### config.mk
export PLATFORM = sky130hd
export DESIGN_NAME = tester_frontend
export DESIGN_NICKNAME = d
export VERILOG_FILES = /design/src/rtl/tester_frontend_pkg.sv /design/src/rtl/clk_divider.sv /design/src/rtl/tester_frontend.sv
export SDC_FILE = /design/constraint.sdc
export NUM_CORES = 1
export LEC_CHECK = 0
export BUFFER_PORTS_ARGS = -buffer_cell sky130_fd_sc_hd__buf_2
export CAP_MARGIN = 20
export CORE_ASPECT_RATIO = 2
export CORE_UTILIZATION = 36
export CTS_BUF_LIST = sky130_fd_sc_hd__clkbuf_4 sky130_fd_sc_hd__clkbuf_8 sky130_fd_sc_hd__clkbuf_16
export DETAILED_ROUTE_END_ITERATION = 10
export PLACE_DENSITY_LB_ADDON = 0.3
export SLEW_MARGIN = 20
export SYNTH_ARGS = -nofsm -noshare
export SYNTH_HDL_FRONTEND = slang
export SYNTH_SLANG_ARGS = --single-unit
### constraint.sdc
create_clock -name clk -period 1.6 [get_ports clk]
set_input_delay 0.32 -clock clk [delete_from_list [all_inputs] [get_ports clk]]
set_output_delay 0.32 -clock clk [all_outputs]
set_load 0.01 [all_outputs]
### src/rtl/tester_frontend_pkg.sv
// ============================================================================
// Module      : tester_frontend_pkg
// Description : Shared constants and types for the tester front-end.
// Revision    : 1.0 - initial release
// ============================================================================
`default_nettype none

package tester_frontend_pkg;

    localparam int c_out_div = 2;
    localparam int c_dut_div = 4;
    localparam int c_adc_div = 8;
    localparam int c_timeout = 1024;

    typedef logic [1:0]  byte_idx_t;
    typedef logic [31:0] cfg_word_t;

endpackage

`default_nettype wire

### src/rtl/clk_divider.sv
// ============================================================================
// Module      : clk_divider
// Description : Even-ratio clock divider producing a registered level, a
//               rise tick for the edge that raises it, and a rise counter.
// Revision    : 1.0 - initial release
// ============================================================================
`default_nettype none

module clk_divider #(
    parameter int DIV = 2
) (
    input  logic        clk,
    input  logic        rst_n,
    output logic        clk_lvl,
    output logic        rise_tick,
    output logic [31:0] rise_count
);

    localparam int c_half  = DIV / 2;
    localparam int c_cnt_w = (c_half > 1) ? $clog2(c_half) : 1;

    logic [c_cnt_w-1:0] r_cnt;
    logic               r_lvl;
    logic [31:0]        r_rise_cnt;
    logic               w_wrap;

    assign w_wrap    = (r_cnt == c_cnt_w'(c_half - 1));
    // Tick is valid during the cycle whose closing edge drives the level high.
    assign rise_tick = w_wrap & ~r_lvl;

    always_ff @(posedge clk or negedge rst_n) begin
        if (!rst_n) begin
            r_cnt      <= '0;
            r_lvl      <= 1'b0;
            r_rise_cnt <= '0;
        end else begin
            if (w_wrap) begin
                r_cnt <= '0;
                r_lvl <= ~r_lvl;
            end else begin
                r_cnt <= r_cnt + c_cnt_w'(1);
            end
            if (rise_tick) begin
                r_rise_cnt <= r_rise_cnt + 32'd1;
            end
        end
    end

    assign clk_lvl    = r_lvl;
    assign rise_count = r_rise_cnt;

endmodule

`default_nettype wire

### src/rtl/tester_frontend.sv
// ============================================================================
// Module      : tester_frontend
// Description : PC byte-stream to config-word parser, DUT clock generation
//               and ADC bus capture on the ADC clock's rising edge.
// Revision    : 1.0 - initial release
// ============================================================================
`default_nettype none

module tester_frontend
    import tester_frontend_pkg::*;
#(
    parameter int OUT_DIV = c_out_div,
    parameter int DUT_DIV = c_dut_div,
    parameter int ADC_DIV = c_adc_div,
    parameter int TIMEOUT = c_timeout
) (
    input  logic        clk,
    input  logic        rst_n,
    input  logic        pc_cmd_valid,
    input  logic [7:0]  pc_cmd_data,
    output logic        pc_ack,
    output logic        config_en,
    output logic [31:0] config_data,
    input  logic [15:0] adc_in,
    output logic [15:0] adc_data,
    output logic        adc_ready,
    output logic        clk_out,
    output logic        dut_clk,
    output logic        adc_clk,
    output logic [31:0] dut_clk_counter,
    output logic [31:0] adc_clk_counter
);

    localparam int c_idle_w = $clog2(TIMEOUT + 1);

    byte_idx_t             r_idx;
    cfg_word_t             r_sr;
    cfg_word_t             r_cfg;
    logic                  r_cfg_en;
    logic                  r_ack;
    logic [c_idle_w-1:0]   r_idle;
    logic [15:0]           r_adc_data;
    logic                  r_adc_ready;

    logic                  w_adc_rise;
    logic                  w_unused_out_rise;
    logic [31:0]           w_unused_out_cnt;
    logic                  w_unused_dut_rise;

    clk_divider #(.DIV(OUT_DIV)) u_out_div (
        .clk        (clk),
        .rst_n      (rst_n),
        .clk_lvl    (clk_out),
        .rise_tick  (w_unused_out_rise),
        .rise_count (w_unused_out_cnt)
    );

    clk_divider #(.DIV(DUT_DIV)) u_dut_div (
        .clk        (clk),
        .rst_n      (rst_n),
        .clk_lvl    (dut_clk),
        .rise_tick  (w_unused_dut_rise),
        .rise_count (dut_clk_counter)
    );

    clk_divider #(.DIV(ADC_DIV)) u_adc_div (
        .clk        (clk),
        .rst_n      (rst_n),
        .clk_lvl    (adc_clk),
        .rise_tick  (w_adc_rise),
        .rise_count (adc_clk_counter)
    );

    // A valid byte always takes priority over the idle timeout clear.
    always_ff @(posedge clk or negedge rst_n) begin
        if (!rst_n) begin
            r_idx    <= '0;
            r_sr     <= '0;
            r_cfg    <= '0;
            r_cfg_en <= 1'b0;
            r_ack    <= 1'b0;
            r_idle   <= '0;
        end else begin
            r_ack    <= pc_cmd_valid;
            r_cfg_en <= 1'b0;
            if (pc_cmd_valid) begin
                r_idle <= '0;
                r_sr   <= {r_sr[23:0], pc_cmd_data};
                if (r_idx == 2'd3) begin
                    r_cfg    <= {r_sr[23:0], pc_cmd_data};
                    r_cfg_en <= 1'b1;
                    r_idx    <= '0;
                end else begin
                    r_idx <= r_idx + 2'd1;
                end
            end else if (r_idx != 2'd0) begin
                if (r_idle == c_idle_w'(TIMEOUT - 1)) begin
                    r_idx  <= '0;
                    r_sr   <= '0;
                    r_idle <= '0;
                end else begin
                    r_idle <= r_idle + c_idle_w'(1);
                end
            end
        end
    end

    always_ff @(posedge clk or negedge rst_n) begin
        if (!rst_n) begin
            r_adc_data  <= '0;
            r_adc_ready <= 1'b0;
        end else begin
            r_adc_ready <= w_adc_rise;
            if (w_adc_rise) begin
                r_adc_data <= adc_in;
            end
        end
    end

    assign pc_ack      = r_ack;
    assign config_en   = r_cfg_en;
    assign config_data = r_cfg;
    assign adc_data    = r_adc_data;
    assign adc_ready   = r_adc_ready;

endmodule

`default_nettype wire

==> impl_summary.md, run 1 <==
Detailed routing
In the routed design, unresolved DRC markers number 0. The number of DRC violations after detailed-routing iteration 0 is 127. In the final routed layout, each cell accounts on average for 15.7 um. The ratio of routed vias to standard cells is 4.96. The detailed-routing iteration count for the pre-antenna-repair pass is 4. The sum of routed wire length over all layers is 14,700 um. The final route contains 4,672 vias. The count of nets left with antenna violations once routing finished came out at 0.

Timing
The part of the cycle the worst path needs is 96.8%. The transition time of the tightest slew-check pin is approximately 0.5 ns. The setup skew after layout is 0.00949 ns. The relative max-transition margin is 66.5%. The final period demand of the worst path is ~1.5 ns. The minimum setup slack in the final design is 0.0508 ns. The number of pins with negative max-slew slack in the final report is 0. The count of endpoints failing hold in the final timing report is 0. The fmax is 0.645 GHz. The total setup violations reported at the end of the flow is 0.

Setup repair after global routing could not meet its margin everywhere.

Die
The die outline width is roughly 97 um. After floorplanning, the core was divided into 69 placement rows. 145 I/O pins were placed. From bottom edge to top edge, the die measures around 190 um. The effective utilization at floorplan is 36.6%.

The die covers 18,600 um2. After floorplanning, the core was sized to cover about 18,000 um2.

Setup path
The required time of the critical path is about 1.3 ns. The capture point of the worst reg-to-reg path is config_data[15]. Data arrives at the worst endpoint at 1.23 ns. The first element of the critical path is u_dut_div.rise_count[0]. In this run the register-to-register setup slack is 0.07 ns. The worst setup path is of the reg -> out kind. The largest fanout of any net on the critical path is 3. STA classifies the critical path startpoint as a flip-flop. The startpoint of the worst register-to-register path is r_idx[0].

STA classifies the critical path endpoint as an output port. Counting cells, the worst reg-to-reg path comes to 5.

Min path
The startpoint identified for the worst hold timing path is adc_in[3]. The terminating pin of the worst hold path is adc_data[3]. Counting instances, the worst hold path has a depth of 2. The path class of the tightest hold or removal check is in -> reg.

Power
In this run the static leakage power is 0.00436 uW. The worst voltage drop across the vdd grid is 0.770 mV. The total power per unit cell area is ~1200 nW/um2.

After layout, the design draws a total of ~11,000 uW.

Synth
In this run, distinct cell masters in the synthesized netlist total 40. The number of warnings reported in the yosys synthesis log is 0. In this run the mean area of a mapped cell was 13.1 um2. In the synthesized netlist, the number of instances is approximately 500. Among all flip-flop cells after synthesis, the most frequent one is sky130_fd_sc_hd__dfrtp_1.

The async set-or-reset flop fraction in the synthesized netlist is 100%. In this run, synthesis inferred 0 flip-flops with an integrated enable. Counting flops and latches in the post-synthesis netlist gives between 150 and 200. The fraction of the yosys area taken by sequential cells is 61.0%. The synthesized netlist occupies a cell area of about 6500 um2.

The number of nets handed over by synthesis was between 500 and 600.

Placement
The routability-driven placement congestion ratio is 0.772. After legalization and detailed placement, the total HPWL measured a little over 10,000 um. Before CTS, the worst setup slack after placement is -0.300 ns. Port buffering added 144 buffers.

Global routing
Entering global routing, the biggest net connects 90 pins. In this run the most used layer during global routing was met2. The global-route usage over all layers is 15.8%. Global routing used 29.3% of the available met2 tracks. The number of global-route vias before repair came to 4,850. The total overflow left after global routing is 0. The number of antenna violations at the first check in global routing came to 0. The met1 demand-to-capacity share in global routing is 17.2%. The global-route wire length before repair is 23,500 um.

The met3 track demand over resource in global routing is just over 3%.

Run
Max-cap violations in this run came to 0.

Layout
The fraction of final layout cells with drive strength greater than 1 is 44.3%. The number of nets in the layout is 749. The number of fill cells in the layout is around 1,600. The signed area change from the synthesized netlist to the final layout is 34.5%. The repair_antennas step left the layout with diodes totalling 0.

Outcome
The run finished with clean final reports.

Clock network
The register clock-pin slew on the reported worst setup and hold paths is 0.07 ns. The TritonCTS clock tree is done. The number of H-tree levels is 4.

Clock tree synthesis selected as its root buffer the cell sky130_fd_sc_hd__clkbuf_16. The clock network latency to the later pin of the worst-skew pair is 0.42 ns. Clock tree synthesis inserted a total of 17 buffers. The number of buffers on the longest clock path is 2. The number of clock sinks seen by CTS is 158.
per-stage QoR:
step	setup TNS (ns)	util, %	hold slack, ns	area, um2	cells
after floorplan	0	-	0.0244	6480	494
after global placement	-5.03	44.6	0.133	7900	896
after detailed placement	-6.79	44.6	0.135	7900	896
after CTS	0	48.1	0.104	8510	930
after global routing	-0.0600	49.3	0.116	8720	942
final	0	49.3	0.127	8720	942
layout by cell type (no fill, tap or decap), types with 3 or more instances in the layout:
cell type and count:
sky130_fd_sc_hd__dfrtp_1 156, sky130_fd_sc_hd__buf_2 143, sky130_fd_sc_hd__buf_4 60, sky130_fd_sc_hd__xnor2_1 52
sky130_fd_sc_hd__mux2_2 49, sky130_fd_sc_hd__nand4_1 29, sky130_fd_sc_hd__nand2_1 29, sky130_fd_sc_hd__a22o_1 24
sky130_fd_sc_hd__nand3_1 21, sky130_fd_sc_hd__nor2_1 18, sky130_fd_sc_hd__clkbuf_16 18, sky130_fd_sc_hd__xor2_1 17
sky130_fd_sc_hd__inv_1 14, sky130_fd_sc_hd__and3_1 10, sky130_fd_sc_hd__nor3_1 5, sky130_fd_sc_hd__nand4b_1 5
sky130_fd_sc_hd__o21ai_0 5, sky130_fd_sc_hd__inv_6 5, sky130_fd_sc_hd__buf_6 5, sky130_fd_sc_hd__buf_12 5
sky130_fd_sc_hd__nor4_4 4, sky130_fd_sc_hd__and4_1 4, sky130_fd_sc_hd__nor3_2 3, sky130_fd_sc_hd__nand2b_1 3
sky130_fd_sc_hd__ha_2 3, sky130_fd_sc_hd__inv_8 3
logic make-up after synthesis:
family	synth area share [%]
AOI/OAI and AO/OA	4.21
xor gates and xnor gates	9.45
adders and majority gates	1.16
buffers and inverters	1.85
DFF	61.0
muxes	8.66
and+or+nand+nor	13.7
final cells by class:
type	count	area, um2	share of cell area (%)
Tap cell	213	267	3.06
Multi-Input combinational cell	310	2510	28.8
Inverter	14	52.6	0.603
Sequential cell	158	3960	45.4
Clock buffer	17	425	4.88
Clock inverter	15	150	1.72
Timing Repair Buffer	215	1360	15.6
report_power, final:
group	total, uW	leakage, uW	switching (uW)	internal [uW]
Clock	3980	0.000281	1780	2200
Sequential	4800	0.00204	271	4530
Combinational	1750	0.00204	837	911
Total	10500	0.00436	2890	7640
cells in the mapped netlist, types with 2 or more instances:
cell / instances / area, um2
sky130_fd_sc_hd__nand2b_1: 3 / 18.8
sky130_fd_sc_hd__buf_6: 2 / 22.5
sky130_fd_sc_hd__buf_1: 2 / 7.51
sky130_fd_sc_hd__nand3_1: 22 / 110
sky130_fd_sc_hd__nor4_4: 4 / 85.1
sky130_fd_sc_hd__nand4_1: 29 / 181
sky130_fd_sc_hd__inv_1: 14 / 52.6
sky130_fd_sc_hd__xnor2_1: 53 / 464
sky130_fd_sc_hd__buf_2: 3 / 15.0
sky130_fd_sc_hd__nor3_1: 8 / 40.0
sky130_fd_sc_hd__dfrtp_1: 158 / 3950
sky130_fd_sc_hd__nor4_1: 2 / 12.5
sky130_fd_sc_hd__mux2_2: 49 / 552
sky130_fd_sc_hd__nand2_1: 30 / 113
sky130_fd_sc_hd__nor2_2: 2 / 12.5
sky130_fd_sc_hd__nand4b_1: 5 / 43.8
sky130_fd_sc_hd__or3_1: 2 / 12.5
sky130_fd_sc_hd__a22o_1: 24 / 210
sky130_fd_sc_hd__nor2b_1: 2 / 12.5
sky130_fd_sc_hd__and3_1: 10 / 62.6
sky130_fd_sc_hd__clkbuf_1: 6 / 22.5
sky130_fd_sc_hd__xor2_1: 17 / 149
sky130_fd_sc_hd__nor2_1: 18 / 67.6
sky130_fd_sc_hd__ha_1: 6 / 75.1
sky130_fd_sc_hd__and4_1: 4 / 35.0
sky130_fd_sc_hd__o21ai_0: 5 / 25.0
worst max-delay path, cell delays in order (launching register included):
cell                      delay, ns
sky130_fd_sc_hd__dfrtp_1       0.40
sky130_fd_sc_hd__buf_4         0.14
sky130_fd_sc_hd__buf_4         0.13
sky130_fd_sc_hd__buf_2         0.13
how the worst max path moves through the flow:
stage                               end  slack (ns)  depth (start not counted)
2_1_floorplan                  r_sr[18]        0.01                          6
3_5_place_dp                   r_sr[13]       -0.30                          5
4_1_cts        u_adc_div.rise_count[13]       0.005                          6
6_report             dut_clk_counter[0]        0.05                          3
3_3_place_gp                   r_sr[20]       -0.21                          5
5_1_grt        u_dut_div.rise_count[14]       -0.01                          6
timing repair:
| action | in CTS | in global routing |
|---|---|---|
| endpoints found under the hold margin | 69 | 0 |
| pin swaps | 0 | 15 |
| gates cloned | 0 | 3 |
| hold buffers | 1 | 0 |
| setup buffers | 1 | 9 |
| endpoints found under the setup margin | 26 | 74 |
| gates resized for setup | 3 | 21 |
per-layer routing:
| layer | wire [um] | share of wire (%) |
|---|---|---|
| met5 | 0 | 0 |
| met2 | 8420 | 57 |
| met1 | 5590 | 38 |
| met4 | 351 | 2.4 |
| met3 | 378 | 2.6 |
registers in the layout (all words and copies together), names as in the netlist:
| name | count |
|---|---|
| u_adc_div.clk_lvl | 1 |
| r_sr | 24 |
| adc_data | 16 |
| u_adc_div.r_cnt | 2 |
| r_idle | 11 |
| pc_ack | 1 |
| u_dut_div.r_cnt | 1 |
| u_dut_div.clk_lvl | 1 |
| u_out_div.clk_lvl | 1 |
| config_data | 32 |
| u_adc_div.rise_count | 32 |
| r_idx | 2 |
| adc_ready | 1 |
| u_dut_div.rise_count | 32 |
| config_en | 1 |
Note: power is estimated with default switching activity, not from simulation.
==> inputs of run 2 (changes only) <==
--- a/config.mk
+++ b/config.mk
@@ -12,6 +12,7 @@
 export CTS_BUF_LIST = sky130_fd_sc_hd__clkbuf_4 sky130_fd_sc_hd__clkbuf_8 sky130_fd_sc_hd__clkbuf_16
 export DETAILED_ROUTE_END_ITERATION = 10
 export PLACE_DENSITY_LB_ADDON = 0.3
+export RECOVER_POWER = 25
 export SLEW_MARGIN = 20
 export SYNTH_ARGS = -nofsm -noshare
 export SYNTH_HDL_FRONTEND = slang
==> run 2 against run 1 <==
Compared with the run above: fmax is essentially flat; critical path depth stayed put; largest cell class unchanged; clock power about the same; via count is essentially flat; sequential share of layout area is 0.091 points higher; setup slack is essentially flat.
==> impl_summary.md, run 2 (synthesis results as in run 1) <==
Detailed routing
The sum of routed wire length over all layers is 14,800 um (was 14,700 um). The routed wirelength normalized by instance count is 15.7 um (about the same). The top metal layer carrying routed signals is met4 (unchanged). The remaining design rule violation count was 0 (unchanged). The detailed-routing iteration count for the pre-antenna-repair pass came to 4 (unchanged). The number of vias after detailed routing came to 4,668 (was 4,672).

The wire length on met1 is 5560 um (was 5590 um). The routed length on met2 was 8460 um (was 8420 um). The ratio of routed vias to standard cells is 4.96 (about the same). The number of DRC violations after detailed-routing iteration 0 was 130 (was 127).

The wire length on met3 was 385 um (was 378 um). The number of nets with antenna violations after routing was 0 (unchanged).

Power
The total power draw came to 10,500 uW (about the same). The total power per unit cell area came to 1210 nW/um2 (about the same). The leakage power figure came to 0.00435 uW (was 0.00436 uW). The worst voltage drop across the vdd grid was 0.769 mV (was 0.770 mV).

Setup path
The category of the worst setup path launch point is a flip-flop (unchanged). List of cells traversed by the critical path: buf_4 -> buf_4 -> buf_2 (unchanged). The most frequent cell on the critical path is sky130_fd_sc_hd__buf_4 (unchanged). The highest cell delay on the worst timing path came to 0.40 ns (about the same). The top cell family by delay on the critical path is flip-flops (unchanged).

The number of buffer and inverter instances along the worst setup path is 3 (unchanged). The largest fanout of any net on the critical path is 3 (unchanged). The startpoint of the worst register-to-register path is r_idx[0] (unchanged). The required time of the critical path is 1.28 ns (about the same). The worst endpoint data arrival time is 1.23 ns (about the same). The first element of the critical path is u_dut_div.rise_count[0] (unchanged). The capturing element type of the critical path is an output port (unchanged). The cell at the slowest stage of the critical path is sky130_fd_sc_hd__dfrtp_1 (unchanged).

The category of the critical setup timing path is reg -> out (unchanged).

Run
The reported max-cap violation count was 0 (unchanged).

Global routing
The number of global-route vias before repair is 4,850 (unchanged). The global-route usage over all layers came to 15.8% (unchanged). The number of antenna violations at the first check in global routing is 0 (unchanged). The residual overflow from global routing came to 0 (unchanged). The global-route wire length before repair is 23,500 um (unchanged). The largest net degree at the start of global routing is 90 (unchanged).

Timing
The transition time of the tightest slew-check pin is 0.606 ns (was 0.503 ns). The part of the cycle the worst path needs was 96.8% (about the same). The minimum setup slack in the final design is 0.0509 ns (was 0.0508 ns). The total setup violations reported at the end of the flow is 0 (unchanged). The setup TNS is 0 ns (unchanged). The number of pins with negative max-slew slack in the final report is 0 (unchanged).

The tightest hold margin came to 0.127 ns (about the same). The relative max-transition margin came to 59.6% (was 66.5%). The final period demand of the worst path is 1.55 ns (about the same). The fmax is 0.646 GHz (was 0.645 GHz). The count of endpoints failing hold in the final timing report came to 0 (unchanged). RSZ-0062 raised after global routing: true (unchanged).

The setup skew after layout came to 0.00949 ns (about the same).

Clock network
The TritonCTS buffer count is 17 (unchanged). The clock root buffer was sky130_fd_sc_hd__clkbuf_16 (unchanged). The TritonCTS clock tree was done (unchanged). The number of H-tree levels was 4 (unchanged). The clock network latency to the later pin of the worst-skew pair came to 0.42 ns (about the same).

The number of buffers on the longest clock path is 2 (unchanged). The register clock-pin slew on the reported worst setup and hold paths is 0.07 ns (about the same). The number of clock sinks seen by CTS was 158 (unchanged).

Layout
The most common cell after layout, fill and taps aside is sky130_fd_sc_hd__dfrtp_1 (unchanged). The signed area change from the synthesized netlist to the final layout came to 34.2% (was 34.5%). The final antenna diode count is 0 (unchanged).

The post-route non-filler standard cell count is 942 (unchanged). The number of nets in the layout is 749 (unchanged). Commonest non-fill, non-tap cells in the layout: 156 x sky130_fd_sc_hd__dfrtp_1, 142 x sky130_fd_sc_hd__buf_2, 59 x sky130_fd_sc_hd__buf_4, 52 x sky130_fd_sc_hd__xnor2_1, 49 x sky130_fd_sc_hd__mux2_2 (was 156 x sky130_fd_sc_hd__dfrtp_1, 143 x sky130_fd_sc_hd__buf_2, 60 x sky130_fd_sc_hd__buf_4, 52 x sky130_fd_sc_hd__xnor2_1, 49 x sky130_fd_sc_hd__mux2_2).

The fraction of final layout cells with drive strength greater than 1 is 44.0% (was 44.3%).

Die
The die outline width is 96.9 um (unchanged). The die extent in y is 192 um (unchanged). The effective utilization at floorplan is 36.6% (unchanged). The site row count was 69 (unchanged). The number of ports placed on the die boundary is 145 (unchanged).

The core area is 17,700 um2 (unchanged). The area of the die is 18,600 um2 (unchanged).

Min path
The path class of the lowest-slack min-delay path is in -> reg (unchanged). The source of the worst hold timing path is adc_in[3] (unchanged).

Placement
The sum of net half-perimeters after detailed placement came to 10,100 um (unchanged). The post-placement setup slack was -0.300 ns (unchanged). The routability-driven placement congestion ratio was 0.772 (unchanged). The number of buffers added on ports was 144 (unchanged). The number of placed instances, taps included is 896 (unchanged).

Outcome
Run status: complete, no violations (unchanged).
run 2: cell types whose count changed in the layout (fill, tap and decap cells not counted), sizes merged:
cell / delta
buf: -3
clkbuf: +3
run 2: repair_timing:
action / in CTS / in global routing
setup endpoints to repair: 26 / 74
buffers inserted: 1 / 9
hold endpoints to repair: 69 / 0
hold buffers: 1 / 0
pin swaps: 0 / 15
gates cloned: 0 / 3
resized for setup: 3 / 21
run 2: power by group:
part / switching, uW / leakage [uW] / internal [uW] / total (uW)
clock: 1780 / 0.000281 / 2200 / 3980
combinational: 836 / 0.00203 / 906 / 1740
sequential: 271 / 0.00204 / 4530 / 4800
run 2: path summary, 6_finish.rpt:
kind	to	slack (ns)	depth (start not counted)
worst max-delay path	dut_clk_counter[0]	0.05	3
worst min-delay path	adc_data[3]	0.13	2
worst max register to register	config_data[15]	0.07	5
worst min register to register	u_out_div.clk_lvl	0.41	1
max in group asynchronous	r_idle[10]	0.21	3
min in group asynchronous	adc_ready	0.43	2
run 2: through the flow:
step                area [um2]  util, %
floorplan                 6480        -
global placement          7900     44.6
detailed placement        7900     44.6
CTS                       8510     48.1
global route              8700     49.2
finish                    8700     49.2
run 2: worst reg2reg max path: stages (launching register included):
cell and delay [ns]:
sky130_fd_sc_hd__dfrtp_1 0.38, sky130_fd_sc_hd__buf_4 0.13, sky130_fd_sc_hd__ha_1 0.21, sky130_fd_sc_hd__nand2_2 0.14
sky130_fd_sc_hd__clkbuf_16 0.21, sky130_fd_sc_hd__mux2_2 0.34
run 2: routing by layer:
metal,track usage [%],vias to the layer above
met4,7.69,0
met3,3.09,24
li1,-,2192
met1,17.2,2357
met5,0,-
met2,29.3,95
run 2: final cells by class:
cell class	instances	area (um2)
Fill cell	1576	9000
Clock inverter	15	150
Sequential cell	158	3960
Clock buffer	17	425
Multi-Input combinational cell	310	2510
Inverter	14	52.6
Timing Repair Buffer	215	1340
Tap cell	213	267
==> inputs of run 3 (changes only) <==
--- a/config.mk
+++ b/config.mk
@@ -12,7 +12,7 @@
 export CTS_BUF_LIST = sky130_fd_sc_hd__clkbuf_4 sky130_fd_sc_hd__clkbuf_8 sky130_fd_sc_hd__clkbuf_16
 export DETAILED_ROUTE_END_ITERATION = 10
 export PLACE_DENSITY_LB_ADDON = 0.3
-export RECOVER_POWER = 25
+export RECOVER_POWER = 50
 export SLEW_MARGIN = 20
 export SYNTH_ARGS = -nofsm -noshare
 export SYNTH_HDL_FRONTEND = slang
==> run 3 against run 2 <==
Compared with the run above: critical path depth is the same; non-clock buffer count is the same; clock-buffer cell count is the same; wire length is essentially flat; utilization shrank 0.26 points; critical endpoint unchanged; register-to-register slack is essentially flat; critical path type unchanged.
==> impl_summary.md, run 3 (synthesis results as in run 1) <==
Power
The leakage power figure was 0.00424 uW (was 0.00435 uW). The total power per unit cell area came to 1210 nW/um2 (about the same). The worst voltage drop across the vdd grid is 0.758 mV (was 0.769 mV).

Global routing
The number of antenna violations at the first check in global routing is 0 (unchanged). The residual overflow from global routing is 0 (unchanged). The number of global-route vias before repair is 4,850 (unchanged). The global-route usage over all layers is 15.8% (unchanged). The largest net degree at the start of global routing is 90 (unchanged). The global-route wire length before repair is 23,500 um (unchanged).

Layout
The number of nets in the layout is 749 (unchanged). The signed area change from the synthesized netlist to the final layout was 33.5% (was 34.2%). The most common cell after layout, fill and taps aside was sky130_fd_sc_hd__dfrtp_1 (unchanged). The number of fill cells in the layout came to 1,600 (was 1,576). The fraction of final layout cells with drive strength greater than 1 is 39.0% (was 44.0%). Commonest non-fill, non-tap cells in the layout: 156 x sky130_fd_sc_hd__dfrtp_1, 105 x sky130_fd_sc_hd__buf_2, 58 x sky130_fd_sc_hd__buf_4, 52 x sky130_fd_sc_hd__xnor2_1, 49 x sky130_fd_sc_hd__mux2_2 (was 156 x sky130_fd_sc_hd__dfrtp_1, 142 x sky130_fd_sc_hd__buf_2, 59 x sky130_fd_sc_hd__buf_4, 52 x sky130_fd_sc_hd__xnor2_1, 49 x sky130_fd_sc_hd__mux2_2). The final antenna diode count is 0 (unchanged).

Timing
The total setup violations reported at the end of the flow is 0 (unchanged). The tightest hold margin is 0.131 ns (was 0.127 ns). The final period demand of the worst path is 1.54 ns (was 1.55 ns). The fmax is 0.647 GHz (was 0.646 GHz). The part of the cycle the worst path needs came to 96.5% (was 96.8%). The transition time of the tightest slew-check pin is 0.604 ns (was 0.606 ns).

The count of endpoints failing hold in the final timing report is 0 (unchanged). The setup skew after layout is 0.00964 ns (was 0.00949 ns). The relative max-transition margin came to 59.7% (was 59.6%). RSZ-0062 raised after global routing: true (unchanged). The minimum setup slack in the final design is 0.0553 ns (was 0.0509 ns). The number of pins with negative max-slew slack in the final report is 0 (unchanged).

Setup path
The worst endpoint data arrival time was 1.22 ns (was 1.23 ns). The category of the worst setup path launch point was a flip-flop (unchanged). The required time of the critical path was 1.28 ns (about the same). The largest fanout of any net on the critical path is 3 (unchanged). The capturing element type of the critical path is an output port (unchanged). The category of the critical setup timing path is reg -> out (unchanged).

Detailed routing
The detailed-routing iteration count for the pre-antenna-repair pass is 4 (unchanged). The routed wirelength normalized by instance count came to 15.7 um (about the same). The number of DRC violations after detailed-routing iteration 0 was 135 (was 130).

The sum of routed wire length over all layers is 14,800 um (about the same). The remaining design rule violation count came to 0 (unchanged). The ratio of routed vias to standard cells is 4.96 (about the same). The number of vias after detailed routing is 4,676 (was 4,668). The number of nets with antenna violations after routing is 0 (unchanged).

Min path
The path class of the lowest-slack min-delay path is in -> reg (unchanged).

Clock network
The TritonCTS buffer count is 17 (unchanged). The register clock-pin slew on the reported worst setup and hold paths is 0.07 ns (about the same). The number of H-tree levels is 4 (unchanged). The TritonCTS clock tree is done (unchanged). The number of clock sinks seen by CTS was 158 (unchanged). The clock network latency to the later pin of the worst-skew pair is 0.42 ns (about the same). The number of buffers on the longest clock path is 2 (unchanged). The clock root buffer was sky130_fd_sc_hd__clkbuf_16 (unchanged).

Die
The die extent in y is 192 um (unchanged). The site row count is 69 (unchanged). The number of ports placed on the die boundary is 145 (unchanged). The die outline width is 96.9 um (unchanged). The core area is 17,700 um2 (unchanged). The effective utilization at floorplan is 36.6% (unchanged). The area of the die is 18,600 um2 (unchanged).

Placement
The number of buffers added on ports is 144 (unchanged). The sum of net half-perimeters after detailed placement is 10,100 um (unchanged). The post-placement setup slack is -0.300 ns (unchanged). The routability-driven placement congestion ratio is 0.772 (unchanged).

Run
The reported max-cap violation count was 0 (unchanged).

Outcome
Run status: complete, no violations (unchanged).
run 3: cell count changes in the layout (fill, tap and decap cells not counted), sizes merged:
cell / delta
buf: -38
clkbuf: +38
run 3: worst max-delay path, stage by stage (launching register included):
cell                      delay [ns]
sky130_fd_sc_hd__dfrtp_1        0.40
sky130_fd_sc_hd__buf_4          0.14
sky130_fd_sc_hd__buf_4          0.13
sky130_fd_sc_hd__buf_2          0.13
run 3: through the flow:
step / cell area [um2] / instances / power (uW) / util [%] / setup TNS (ns)
finish: 8660 / 942 / 10400 / 48.9 / 0
global route: 8660 / 942 / 11000 / 48.9 / -0.0594
CTS: 8510 / 930 / 10600 / 48.1 / 0
detailed placement: 7900 / 896 / 6590 / 44.6 / -6.79
global placement: 7900 / 896 / 6510 / 44.6 / -5.03
floorplan: 6480 / 494 / 5770 / - / 0
run 3: what timing repair did:
action | in CTS | in global routing
endpoints found under the hold margin | 69 | 0
cloned | 0 | 3
gates resized for setup | 3 | 21
setup endpoints to repair | 26 | 74
pin swaps | 0 | 15
hold buffers | 1 | 0
setup buffers | 1 | 9
run 3: where the power goes:
group	switching, uW	internal (uW)	total [uW]
clock	1780	2200	3980
sequential	281	4530	4810
combinational	838	822	1660
total	2900	7550	10400
run 3: layout make-up:
| cell class | count | area (um2) | area share [%] |
|---|---|---|---|
| Inverter | 14 | 52.6 | 0.607 |
| Clock inverter | 15 | 150 | 1.73 |
| Multi-Input combinational cell | 310 | 2510 | 29.0 |
| Clock buffer | 17 | 425 | 4.91 |
| Timing Repair Buffer | 215 | 1290 | 14.9 |
| Sequential cell | 158 | 3960 | 45.7 |
| Tap cell | 213 | 267 | 3.08 |
run 3: final timing paths:
check                                endpoint  cells after the start  slack [ns]               startpoint
setup / recovery           dut_clk_counter[0]                      3        0.06  u_dut_div.rise_count[0]
hold / removal                    adc_data[3]                      2        0.13                adc_in[3]
setup reg to reg              config_data[15]                      5        0.07                 r_idx[0]
hold reg to reg             u_out_div.clk_lvl                      1        0.42        u_out_div.clk_lvl
max in group asynchronous            r_sr[14]                      3        0.20                    rst_n
min in group asynchronous           adc_ready                      2        0.44                    rst_n
run 3: metal layers:
metal	vias to the layer above	GRT usage (%)	wire length (um)
met1	2365	17.2	5560
met2	99	29.3	8520
met5	-	0	0
met3	17	3.09	412
met4	0	7.69	280
li1	2195	-	-
